===== src/rtl/lstm_accel_mmio_if.sv =====
// Bus and stream bundle for the LSTM/FC accelerator MMIO front-end.
//   device_*   : Ibex device-bus slave port (request in, registered response out)
//   core_in_*  : operand stream towards the compute core
//   core_out_* : result stream coming back from the compute core
// Handshake rule for both core streams: a word moves on a rising clk edge
// where valid and ready are both high; valid never waits on ready.
// Modport slave is the accelerator's view, master is the environment's view.
interface lstm_accel_mmio_if #(
    parameter int DataWidth = 32
);
    logic                 device_req_i;
    logic [31:0]          device_addr_i;
    logic                 device_we_i;
    logic [3:0]           device_be_i;
    logic [31:0]          device_wdata_i;
    logic                 device_rvalid_o;
    logic [31:0]          device_rdata_o;

    logic                 core_in_valid_o;
    logic [DataWidth-1:0] core_in_data_o;
    logic                 core_in_last_o;
    logic                 core_in_ready_i;

    logic                 core_out_valid_i;
    logic [DataWidth-1:0] core_out_data_i;
    logic                 core_out_ready_o;

    modport slave (
        input  device_req_i, device_addr_i, device_we_i, device_be_i, device_wdata_i,
        output device_rvalid_o, device_rdata_o,
        output core_in_valid_o, core_in_data_o, core_in_last_o,
        input  core_in_ready_i,
        input  core_out_valid_i, core_out_data_i,
        output core_out_ready_o
    );

    modport master (
        output device_req_i, device_addr_i, device_we_i, device_be_i, device_wdata_i,
        input  device_rvalid_o, device_rdata_o,
        input  core_in_valid_o, core_in_data_o, core_in_last_o,
        output core_in_ready_i,
        output core_out_valid_i, core_out_data_i,
        input  core_out_ready_o
    );
endinterface


===== src/rtl/lstm_accel_mmio.sv =====
// MMIO front-end for the LSTM/FC accelerator core.
// Software pushes operand words into an input FIFO, starts an operation,
// and the sequencer streams the operands to the core until the word tagged
// "last" is consumed; it then counts OutWords results into the output FIFO,
// sets the sticky done flag and returns to idle.
// Ports:
//   clk, rst     clock and synchronous active-high reset
//   bus          lstm_accel_mmio_if.slave (device bus + core streams)
//   irq_o        done & irq_en
//   dbg_state_o  current sequencer state (0 idle, 1 stream, 2 collect, 3 done)
module lstm_accel_mmio #(
    parameter logic [31:0] BaseAddr  = 32'h8000_5000,
    parameter int          DataWidth = 32,
    parameter int          InDepth   = 8,
    parameter int          OutDepth  = 8,
    parameter int          OutWords  = 8
) (
    input  logic                    clk,
    input  logic                    rst,
    lstm_accel_mmio_if.slave        bus,
    output logic                    irq_o,
    output logic [1:0]              dbg_state_o
);
    localparam int InAw  = $clog2(InDepth);
    localparam int OutAw = $clog2(OutDepth);
    localparam logic [7:0] OutWordsW = 8'(OutWords);

    typedef enum logic [1:0] {
        S_IDLE    = 2'd0,
        S_STREAM  = 2'd1,
        S_COLLECT = 2'd2,
        S_DONE    = 2'd3
    } state_t;

    state_t state_q, state_d;

    // ---------------- register decode ----------------
    logic [31:0] off;
    logic        wr, rd;
    logic        start_p, clr_p, irq_clr_p;
    logic        bus_push, bus_push_last, out_pop_req;
    logic [31:0] wdata_masked;

    assign off       = bus.device_addr_i - BaseAddr;
    assign wr        = bus.device_req_i & bus.device_we_i;
    assign rd        = bus.device_req_i & ~bus.device_we_i;
    assign start_p   = wr && (off == 32'h00) && bus.device_wdata_i[0];
    assign clr_p     = wr && (off == 32'h00) && bus.device_wdata_i[1];
    assign irq_clr_p = wr && (off == 32'h14);
    assign bus_push      = wr && ((off == 32'h08) || (off == 32'h0C));
    assign bus_push_last = (off == 32'h0C);
    assign out_pop_req   = rd && (off == 32'h10);

    always_comb begin
        for (int b = 0; b < 4; b++) begin
            wdata_masked[8*b +: 8] = bus.device_be_i[b] ? bus.device_wdata_i[8*b +: 8] : 8'h00;
        end
    end

    // ---------------- input FIFO ({last, data}) ----------------
    logic [DataWidth:0] in_mem [InDepth];
    logic [InAw-1:0]    in_wptr, in_rptr;
    logic [InAw:0]      in_count;
    logic               in_full, in_empty, in_push, in_pop;

    assign in_full  = (in_count == (InAw+1)'(InDepth));
    assign in_empty = (in_count == '0);
    // Full is judged before any same-cycle pop, so a push into a full FIFO is always lost.
    assign in_push  = bus_push & ~in_full;

    always_ff @(posedge clk) begin
        if (in_push) begin
            in_mem[in_wptr] <= {bus_push_last, wdata_masked[DataWidth-1:0]};
        end
    end

    always_ff @(posedge clk) begin
        if (rst || clr_p) begin
            in_wptr  <= '0;
            in_rptr  <= '0;
            in_count <= '0;
        end else begin
            if (in_push) in_wptr <= in_wptr + 1'b1;
            if (in_pop)  in_rptr <= in_rptr + 1'b1;
            case ({in_push, in_pop})
                2'b10:   in_count <= in_count + 1'b1;
                2'b01:   in_count <= in_count - 1'b1;
                default: in_count <= in_count;
            endcase
        end
    end

    // ---------------- output FIFO ----------------
    logic [DataWidth-1:0] out_mem [OutDepth];
    logic [OutAw-1:0]     out_wptr, out_rptr;
    logic [OutAw:0]       out_count;
    logic                 out_full, out_empty, out_push, out_pop;

    assign out_full  = (out_count == (OutAw+1)'(OutDepth));
    assign out_empty = (out_count == '0);
    assign out_push  = bus.core_out_valid_i & ~out_full;
    assign out_pop   = out_pop_req & ~out_empty;

    always_ff @(posedge clk) begin
        if (out_push) begin
            out_mem[out_wptr] <= bus.core_out_data_i;
        end
    end

    always_ff @(posedge clk) begin
        if (rst || clr_p) begin
            out_wptr  <= '0;
            out_rptr  <= '0;
            out_count <= '0;
        end else begin
            if (out_push) out_wptr <= out_wptr + 1'b1;
            if (out_pop)  out_rptr <= out_rptr + 1'b1;
            case ({out_push, out_pop})
                2'b10:   out_count <= out_count + 1'b1;
                2'b01:   out_count <= out_count - 1'b1;
                default: out_count <= out_count;
            endcase
        end
    end

    // ---------------- sequencer ----------------
    logic [7:0] res_count;
    logic       res_inc;
    logic       in_valid;

    always_ff @(posedge clk) begin
        if (rst || clr_p) state_q <= S_IDLE;
        else              state_q <= state_d;
    end

    always_comb begin
        state_d  = state_q;
        in_valid = 1'b0;
        in_pop   = 1'b0;
        res_inc  = 1'b0;
        case (state_q)
            S_IDLE: begin
                if (start_p) state_d = S_STREAM;
            end
            S_STREAM: begin
                in_valid = ~in_empty;
                if (in_valid && bus.core_in_ready_i) begin
                    in_pop = 1'b1;
                    if (in_mem[in_rptr][DataWidth]) state_d = S_COLLECT;
                end
            end
            S_COLLECT: begin
                if (out_push) begin
                    res_inc = 1'b1;
                    if (res_count + 8'd1 == OutWordsW) state_d = S_DONE;
                end
            end
            S_DONE: begin
                state_d = S_IDLE;
            end
            default: state_d = S_IDLE;
        endcase
    end

    assign bus.core_in_valid_o  = in_valid;
    assign bus.core_in_data_o   = in_mem[in_rptr][DataWidth-1:0];
    assign bus.core_in_last_o   = in_valid & in_mem[in_rptr][DataWidth];
    assign bus.core_out_ready_o = ~out_full;
    assign dbg_state_o          = state_q;

    // ---------------- control / status flags ----------------
    logic irq_en, done, ovf, unf;

    always_ff @(posedge clk) begin
        if (rst) begin
            irq_en <= 1'b0;
        end else if (wr && (off == 32'h00)) begin
            irq_en <= bus.device_wdata_i[2];
        end
    end

    always_ff @(posedge clk) begin
        if (rst || clr_p) begin
            done      <= 1'b0;
            ovf       <= 1'b0;
            unf       <= 1'b0;
            res_count <= '0;
        end else begin
            // Entering DONE outranks a same-cycle IRQ_CLR so completion is never lost.
            if (state_q == S_DONE)                    done <= 1'b1;
            else if (irq_clr_p)                       done <= 1'b0;
            else if (state_q == S_IDLE && start_p)    done <= 1'b0;

            if (bus_push && in_full)           ovf <= 1'b1;
            if (out_pop_req && out_empty)      unf <= 1'b1;

            if (state_q == S_IDLE && start_p)  res_count <= '0;
            else if (res_inc)                  res_count <= res_count + 8'd1;
        end
    end

    assign irq_o = done & irq_en;

    // ---------------- read mux and response ----------------
    logic [31:0] rdata_d;

    always_comb begin
        rdata_d = '0;
        if (rd) begin
            case (off)
                32'h00: rdata_d = {29'b0, irq_en, 2'b00};
                32'h04: rdata_d = {res_count, 8'(out_count), 8'(in_count),
                                   1'b0, unf, ovf, out_empty, in_empty, in_full, done,
                                   (state_q != S_IDLE)};
                32'h10: rdata_d = out_empty ? 32'h0 : 32'(out_mem[out_rptr]);
                default: rdata_d = '0;
            endcase
        end
    end

    always_ff @(posedge clk) begin
        if (rst) begin
            bus.device_rvalid_o <= 1'b0;
            bus.device_rdata_o  <= '0;
        end else begin
            bus.device_rvalid_o <= bus.device_req_i;
            bus.device_rdata_o  <= rdata_d;
        end
    end
endmodule


===== src/flat_wrapper.sv =====
// flat-port wrapper written by rule: the top's interface ports become plain ports
module lstm_accel_mmio_flat 
#(
    parameter logic [31:0] BaseAddr  = 32'h8000_5000,
    parameter int          DataWidth = 32,
    parameter int          InDepth   = 8,
    parameter int          OutDepth  = 8,
    parameter int          OutWords  = 8
)
  (clk, rst, irq_o, dbg_state_o, bus_device_req_i, bus_device_addr_i, bus_device_we_i, bus_device_be_i, bus_device_wdata_i, bus_device_rvalid_o, bus_device_rdata_o, bus_core_in_valid_o, bus_core_in_data_o, bus_core_in_last_o, bus_core_in_ready_i, bus_core_out_valid_i, bus_core_out_data_i, bus_core_out_ready_o);
  lstm_accel_mmio_if #(.DataWidth(DataWidth)) bus_i ();
  input  logic clk;
  input  logic rst;
  output logic irq_o;
  output logic [1:0] dbg_state_o;
  input wire logic [$bits(bus_i.device_req_i)-1:0] bus_device_req_i;
  input wire logic [$bits(bus_i.device_addr_i)-1:0] bus_device_addr_i;
  input wire logic [$bits(bus_i.device_we_i)-1:0] bus_device_we_i;
  input wire logic [$bits(bus_i.device_be_i)-1:0] bus_device_be_i;
  input wire logic [$bits(bus_i.device_wdata_i)-1:0] bus_device_wdata_i;
  output wire logic [$bits(bus_i.device_rvalid_o)-1:0] bus_device_rvalid_o;
  output wire logic [$bits(bus_i.device_rdata_o)-1:0] bus_device_rdata_o;
  output wire logic [$bits(bus_i.core_in_valid_o)-1:0] bus_core_in_valid_o;
  output wire logic [$bits(bus_i.core_in_data_o)-1:0] bus_core_in_data_o;
  output wire logic [$bits(bus_i.core_in_last_o)-1:0] bus_core_in_last_o;
  input wire logic [$bits(bus_i.core_in_ready_i)-1:0] bus_core_in_ready_i;
  input wire logic [$bits(bus_i.core_out_valid_i)-1:0] bus_core_out_valid_i;
  input wire logic [$bits(bus_i.core_out_data_i)-1:0] bus_core_out_data_i;
  output wire logic [$bits(bus_i.core_out_ready_o)-1:0] bus_core_out_ready_o;
  assign bus_i.device_req_i = bus_device_req_i;
  assign bus_i.device_addr_i = bus_device_addr_i;
  assign bus_i.device_we_i = bus_device_we_i;
  assign bus_i.device_be_i = bus_device_be_i;
  assign bus_i.device_wdata_i = bus_device_wdata_i;
  assign bus_device_rvalid_o = bus_i.device_rvalid_o;
  assign bus_device_rdata_o = bus_i.device_rdata_o;
  assign bus_core_in_valid_o = bus_i.core_in_valid_o;
  assign bus_core_in_data_o = bus_i.core_in_data_o;
  assign bus_core_in_last_o = bus_i.core_in_last_o;
  assign bus_i.core_in_ready_i = bus_core_in_ready_i;
  assign bus_i.core_out_valid_i = bus_core_out_valid_i;
  assign bus_i.core_out_data_i = bus_core_out_data_i;
  assign bus_core_out_ready_o = bus_i.core_out_ready_o;
  lstm_accel_mmio #(.BaseAddr(BaseAddr), .DataWidth(DataWidth), .InDepth(InDepth), .OutDepth(OutDepth), .OutWords(OutWords)) u_core (.clk(clk), .rst(rst), .bus(bus_i), .irq_o(irq_o), .dbg_state_o(dbg_state_o));
endmodule

===== config.mk =====
export PLATFORM = sky130hd
export DESIGN_NAME = lstm_accel_mmio_flat
export DESIGN_NICKNAME = d
export VERILOG_FILES = /design/src/rtl/lstm_accel_mmio_if.sv /design/src/rtl/lstm_accel_mmio.sv /design/src/flat_wrapper.sv
export SDC_FILE = /design/constraint.sdc
export NUM_CORES = 1
export LEC_CHECK = 0
export BUFFER_PORTS_ARGS = -buffer_cell sky130_fd_sc_hd__buf_2
export CAP_MARGIN = 40
export CORE_UTILIZATION = 55
export CTS_BUF_LIST = sky130_fd_sc_hd__clkbuf_8
export DETAILED_ROUTE_END_ITERATION = 12
export PLACE_DENSITY_LB_ADDON = 0.08
export SLEW_MARGIN = 15
export SYNTH_ARGS = -nofsm -noshare
export SYNTH_HDL_FRONTEND = slang
export SYNTH_SLANG_ARGS = --single-unit
export TNS_END_PERCENT = 100

===== constraint.sdc =====
create_clock -name clk -period 17.1 [get_ports clk]
set_input_delay 3.42 -clock clk [delete_from_list [all_inputs] [get_ports clk]]
set_output_delay 3.42 -clock clk [all_outputs]
set_load 0.02 [all_outputs]

# After elaboration in Yosys (flattened, before gate mapping)
# Memory sizes are Yosys's and may differ from the RTL's. A register that Yosys moved wholly into a read port is not among the register bits.
# Index checks and enable logic that the tools add are counted.
dict set report op_classes {
  add_sub_neg 10
  eq_ne 20
  mux 29
  n_bitwise 13
  n_reduce_logical 23
}
# op count
set op_table {}
lappend op_table {{case mux 32 bit (3 select lines)} 1}
lappend op_table {{== test 32 x 4 -> 1 bit, second input constant} 2}
lappend op_table {{== test 32 x 5 -> 1 bit, second input constant} 2}
lappend op_table {{== test 32 x 3 -> 1 bit, second input constant} 1}
lappend op_table {{zero test 32 bit} 1}
lappend op_table {{2-to-1 mux 32 bit} 1}
lappend op_table {{2-to-1 mux 8 bit} 4}
lappend op_table {{subtractor 32 bit, second input constant} 1}
lappend op_table {{case mux 4 bit (2 select lines)} 2}
lappend op_table {{adder 3 x 1 -> 3 bit, second input constant} 4}
lappend op_table {{2-to-1 mux 3 bit} 4}
lappend op_table {{2-to-1 mux 1 bit} 11}
lappend op_table {{logical AND 1 bit} 10}
lappend op_table {{2-to-1 mux 2 bit} 5}
lappend op_table {{!= test 2 x 1 -> 1 bit, second input constant} 5}
lappend op_table {{adder 4 x 1 -> 4 bit, second input constant} 2}
lappend op_table {{adder 8 x 1 -> 8 bit, second input constant} 1}
lappend op_table {{== test 2 bit, second input constant} 4}
lappend op_table {{== test 4 bit, second input constant} 2}
lappend op_table {{== test 8 x 4 -> 1 bit, second input constant} 1}
lappend op_table {{zero test 4 bit} 2}
lappend op_table {{case mux 2 bit (4 select lines)} 1}
lappend op_table {{subtractor 4 x 1 -> 4 bit, second input constant} 2}
lappend op_table {{bitwise AND 1 bit} 7}
lappend op_table {{other kinds (8)} 19}
dict set report totals {
  reg_bits 67
  mem_bits_rw 520
  memories 2
}
# memory words word_bits read_ports rd_clocked_by_memory_dff write_ports line
set mem_list {}
lappend mem_list {u_core.in_mem 8 33 1 1 1 lstm_accel_mmio.sv:61} ;# logic [DataWidth:0] in_mem [InDepth];
lappend mem_list {u_core.out_mem 8 32 1 1 1 lstm_accel_mmio.sv:94} ;# logic [DataWidth-1:0] out_mem [OutDepth];

# Logic depth before layout (Yosys ltp)
dict set report depth {
  word_depth 8
  depth_mapped 14
  mapped_depth_nobuf 13
}

# Worst setup path after synthesis
# Ideal clock, no wire load.
dict set report synth_timing {
  path_type {input-to-reg}
  startpoint {in bus_core_out_valid_i}
  endpoint {mem u_core.out_mem[1][0] (enable)}
  setup_time_ns 0.513
  t_arrival_ns 7.226
  required_ns 16.587
  path_slack_ns 9.360
  stages 4
  n_path_buf 1
  path_cell_list {and2_1 clkbuf_1 inv_2 nor4b_1}
}
dict set report synth_between {
  elab_chain_len 3
}
# element line
set synth_lines {}
lappend synth_lines {{start: declaration} flat_wrapper.sv:27} ;# input wire logic [$bits(bus_i.core_out_valid_i)-1:0] bus_core_out_valid_i;
lappend synth_lines {{bitwise AND 1 bit} lstm_accel_mmio.sv:101} ;# assign out_push = bus.core_out_valid_i & ~out_full;
lappend synth_lines {{2-to-1 mux 1 bit} lstm_accel_mmio.sv:105} ;# if (out_push) begin
lappend synth_lines {{2-to-1 mux 1 bit (not written as such)} lstm_accel_mmio.sv:106} ;# out_mem[out_wptr] <= bus.core_out_data_i;
lappend synth_lines {{end: declaration} lstm_accel_mmio.sv:94}
# Every way passes these cells.

==> metrics.md <==
| Metric | Value |
|---|---|
| Count of distinct cell types in the synthesized netlist | 58 |
| Post-synth EDFFs | 520 |
| Chip width | between 200 and 250 um |
| CTS tree | built |
| Largest family of logic cells by synthesized area | multiplexers |
| Clock buffers created by TritonCTS | just over 90 |
| Max-slew headroom at the worst pin | 0.420 |
| Post-Route Setup TNS | 0 ns |
| Critical Path RT | 13.68 ns |
| ANT nets after route | 0 |
| Failing checks | DRC |
| WL/cell | 22.7 um |
| Total routing usage reported by global routing | 0.223 |
| Number of cell rows | 74 |
| Post-layout min period | 6.54 ns |
| Top fanout value on the critical path | 24 |
| Wire length of the first global-routing pass | 69.2 mm |
| Synthesized-area fraction occupied by ao, oa, aoi and oai cells | 0.0206 |
| Area of all placed cells without fillers | 26600 um^2 |
| Number of setup buffers added after CTS | 0 |
| Most common cell after layout, fill and taps aside | edfxtp_1 |
| Most frequent cells in the layout | edfxtp_1 (520), buf_2 (177), mux4_2 (130) |
| Critical Path Sink Type | output port |
| Maximum number of pins on one net before global-route repair | 47 |
| Hold violation total from the final report | 0 |
| Classification of the worst-slack hold path | flip-flop to flip-flop |
| Clock Skew | 0.0168 ns |
| Clock transition at the registers of the reported paths | approximately 0.060 ns |
| Power per cell area | 105 nW/um^2 |
| Number of levels the H-tree was split into | 3 |
| Vias in the first global route | ~12000 |
| Number of antenna violations at the first check in global routing | 6 |
| Layout overhead on the synthesized area | 15.6% |
| Synthesized-area fraction occupied by adder cells | 0.00901 |
| TritonRoute pass-1 iters | 9 |
| Final-report max-slew violation count | 0 |
| Final worst-path cycle share | 0.382 |
| Power Total | 0.00279 W |
| Nature of the critical path startpoint | flip-flop |
| Placeable core region | between 40000 and 50000 um^2 |
| Register bit count reported by yosys | 593 |
| Worst EP arrival | 3.12 ns |
| Share of cells above drive strength 1 | 0.362 |
| Final layout net count | approximately 1500 |
| Total vias in the final route | 11400 |
| Fmax achieved | 0.153 GHz |
| Initial standard-cell utilization of the core | 0.560 |
| Input/output buffers | 176 |
| Critical path class | flip-flop to output port |
| Gate Count Post-Synth | 1155 |
| Library cell used as clock root buffer | clkbuf_8 |
| Area after detailed placement | 24800 um^2 |
| Share of synthesized flip-flops with an asynchronous set or reset | 0 |
| Area of the die | 42700 um^2 |
| Area fraction in and, or, nand and nor cells after synthesis | 0.0481 |
| DRC violation count after routing | 14 |
| Synthesized area per cell | 19.9 um^2 |
| Vias/cell | ~5.6 |
| Endpoints failing setup | 0 |
| Leakage power total | 8.70 nW |
| Post-Syn Nets | 1277 |
| Flip-flop cell with the highest count after synthesis | edfxtp_1 |
| Proportion of synthesized area in mux cells | 0.161 |
| Status | finished, violations left |
| Clk_lat worst skew | 0.65 ns |
| Wirelength, routed | 45.9 mm |
| Estimated wirelength of the detail-placed design | about 28 mm |
| Post-CTS Resized | 0 |
| DIE HEIGHT | 207 um |
| Number of buffers on the longest clock path | 3 |
| Worst Tran Pin Value | 0.869 ns |
| Io pins | about 180 |
| Placer congestion estimate | between 0.8 and 0.9 |
| Total clock sinks | roughly 590 |
| Max rail drop VDD | about 96 uV |
| Setup repair after global routing missed its margin | false |
| Proportion of synthesized chip area in sequential cells | 0.741 |
| Syn Std Cell Area | 23000 um^2 |
| Post-Synth XOR/XNOR Area | 0.00798 |
| DR iter-0 viols | 630 |
| Hold-fix buffers, CTS | 0 |
| Final global-route overflow total | 0 |
| Maxcap violations | 0 |
| Total of warnings raised by yosys | 0 |
==> flip-flops by register name (all words and copies together), names as in the netlist, named ones only <==
name	cells
u_core.bus.device_rvalid_o	1
u_core.ovf	1
u_core.out_rptr	3
u_core.in_mem	264
u_core.irq_en	1
u_core.out_count	4
u_core.out_mem	256
u_core.in_wptr	3
u_core.done	1
u_core.unf	1
u_core.bus.device_rdata_o	32
u_core.res_count	8
u_core.in_count	4
u_core.out_wptr	3
u_core.dbg_state_o	2
u_core.in_rptr	3
==> final timing paths <==
| path | start | endpoint | slack (ns) | cells past startpoint |
|---|---|---|---|---|
| worst min-delay path | u_core.ovf | u_core.bus.device_rdata_o[5] | 0.51 | 1 |
| worst max register to register | u_core.in_count[3] | u_core.in_count[3] | 14.20 | 9 |
| worst min register to register | u_core.ovf | u_core.bus.device_rdata_o[5] | 0.51 | 1 |
| worst max-delay path | flip-flop | bus_core_in_data_o[4] | 10.56 | 5 |
==> synthesized netlist by cell type (5+ instances only) <==
library cell	count	area [um^2]
nor3_1	15	75.1
mux4_2	130	2930
nor3b_1	5	37.5
a21oi_1	11	55.1
nor2_1	49	184
nand2b_1	5	31.3
inv_1	14	52.6
or4_1	10	75.1
and3_1	5	31.3
o2bb2ai_2	7	105
mux2_2	33	372
o21ai_0	6	30.0
nand2_1	27	101
dfxtp_1	73	1460
edfxtp_1	520	15600
buf_1	20	75.1
ha_1	15	188
xnor2_1	8	70.1
xor2_1	13	114
and2_1	35	219
mux2i_1	40	400
nand3_1	5	25.0
o2bb2ai_1	11	96.3
nor2_2	9	56.3
nor4_1	7	43.8
clkbuf_1	23	86.3
==> power breakdown <==
| part | internal [W] | switching, W |
|---|---|---|
| registers | 0.00159 | 0.00000634 |
| clock network | 0.000595 | 0.000525 |
| logic | 0.0000275 | 0.0000505 |
| total | 0.00221 | 0.000581 |
==> routing by layer <==
metal,GRT usage,vias to the layer above,wire length [um]
li1,-,5219,-
met1,0.284,5835,19100
met2,0.378,243,23500
met3,0.0429,84,1970
met4,0.0885,6,1300
met5,0,-,40
==> per-stage QoR <==
stage | worst slack (ns) | utilization | hold slack, ns | instances
3_5_place_dp | 10.51 | 0.604 | 0.484 | 1843
2_1_floorplan | 9.36 | - | 0.433 | 1155
5_1_grt | 10.32 | 0.648 | 0.508 | 2017
3_3_place_gp | 10.08 | 0.599 | 0.481 | 1833
6_report | 10.56 | 0.648 | 0.506 | 2019
4_1_cts | 10.43 | 0.648 | 0.502 | 2015
==> cells by family after synthesis <==
logic type | after synthesis
AND/OR/NAND/NOR | 198
buffers and inverters | 66
AO/OA/AOI/OAI | 57
adder cells (fa/ha/maj) | 16
multiplexers | 204
flip-flops | 593
XOR/XNOR | 21
==> worst max-delay path, stage by stage (launching register included) <==
cell and delay (ns):
dfxtp_4 0.65, buf_4 0.49, buf_12 0.29, mux4_2 0.55
mux2_2 0.31, buf_2 0.17
==> final cells by class <==
class,count,area [um^2]
Antenna cell,3,7.51
Clock buffer,102,1400
Clock inverter,70,373
Fill cell,2930,14500
Inverter,15,56.3
Multi-Input combinational cell,496,5790
Sequential cell,593,17100
Tap cell,532,666
Timing Repair Buffer,208,1260
(Power assumes the default switching activity.)
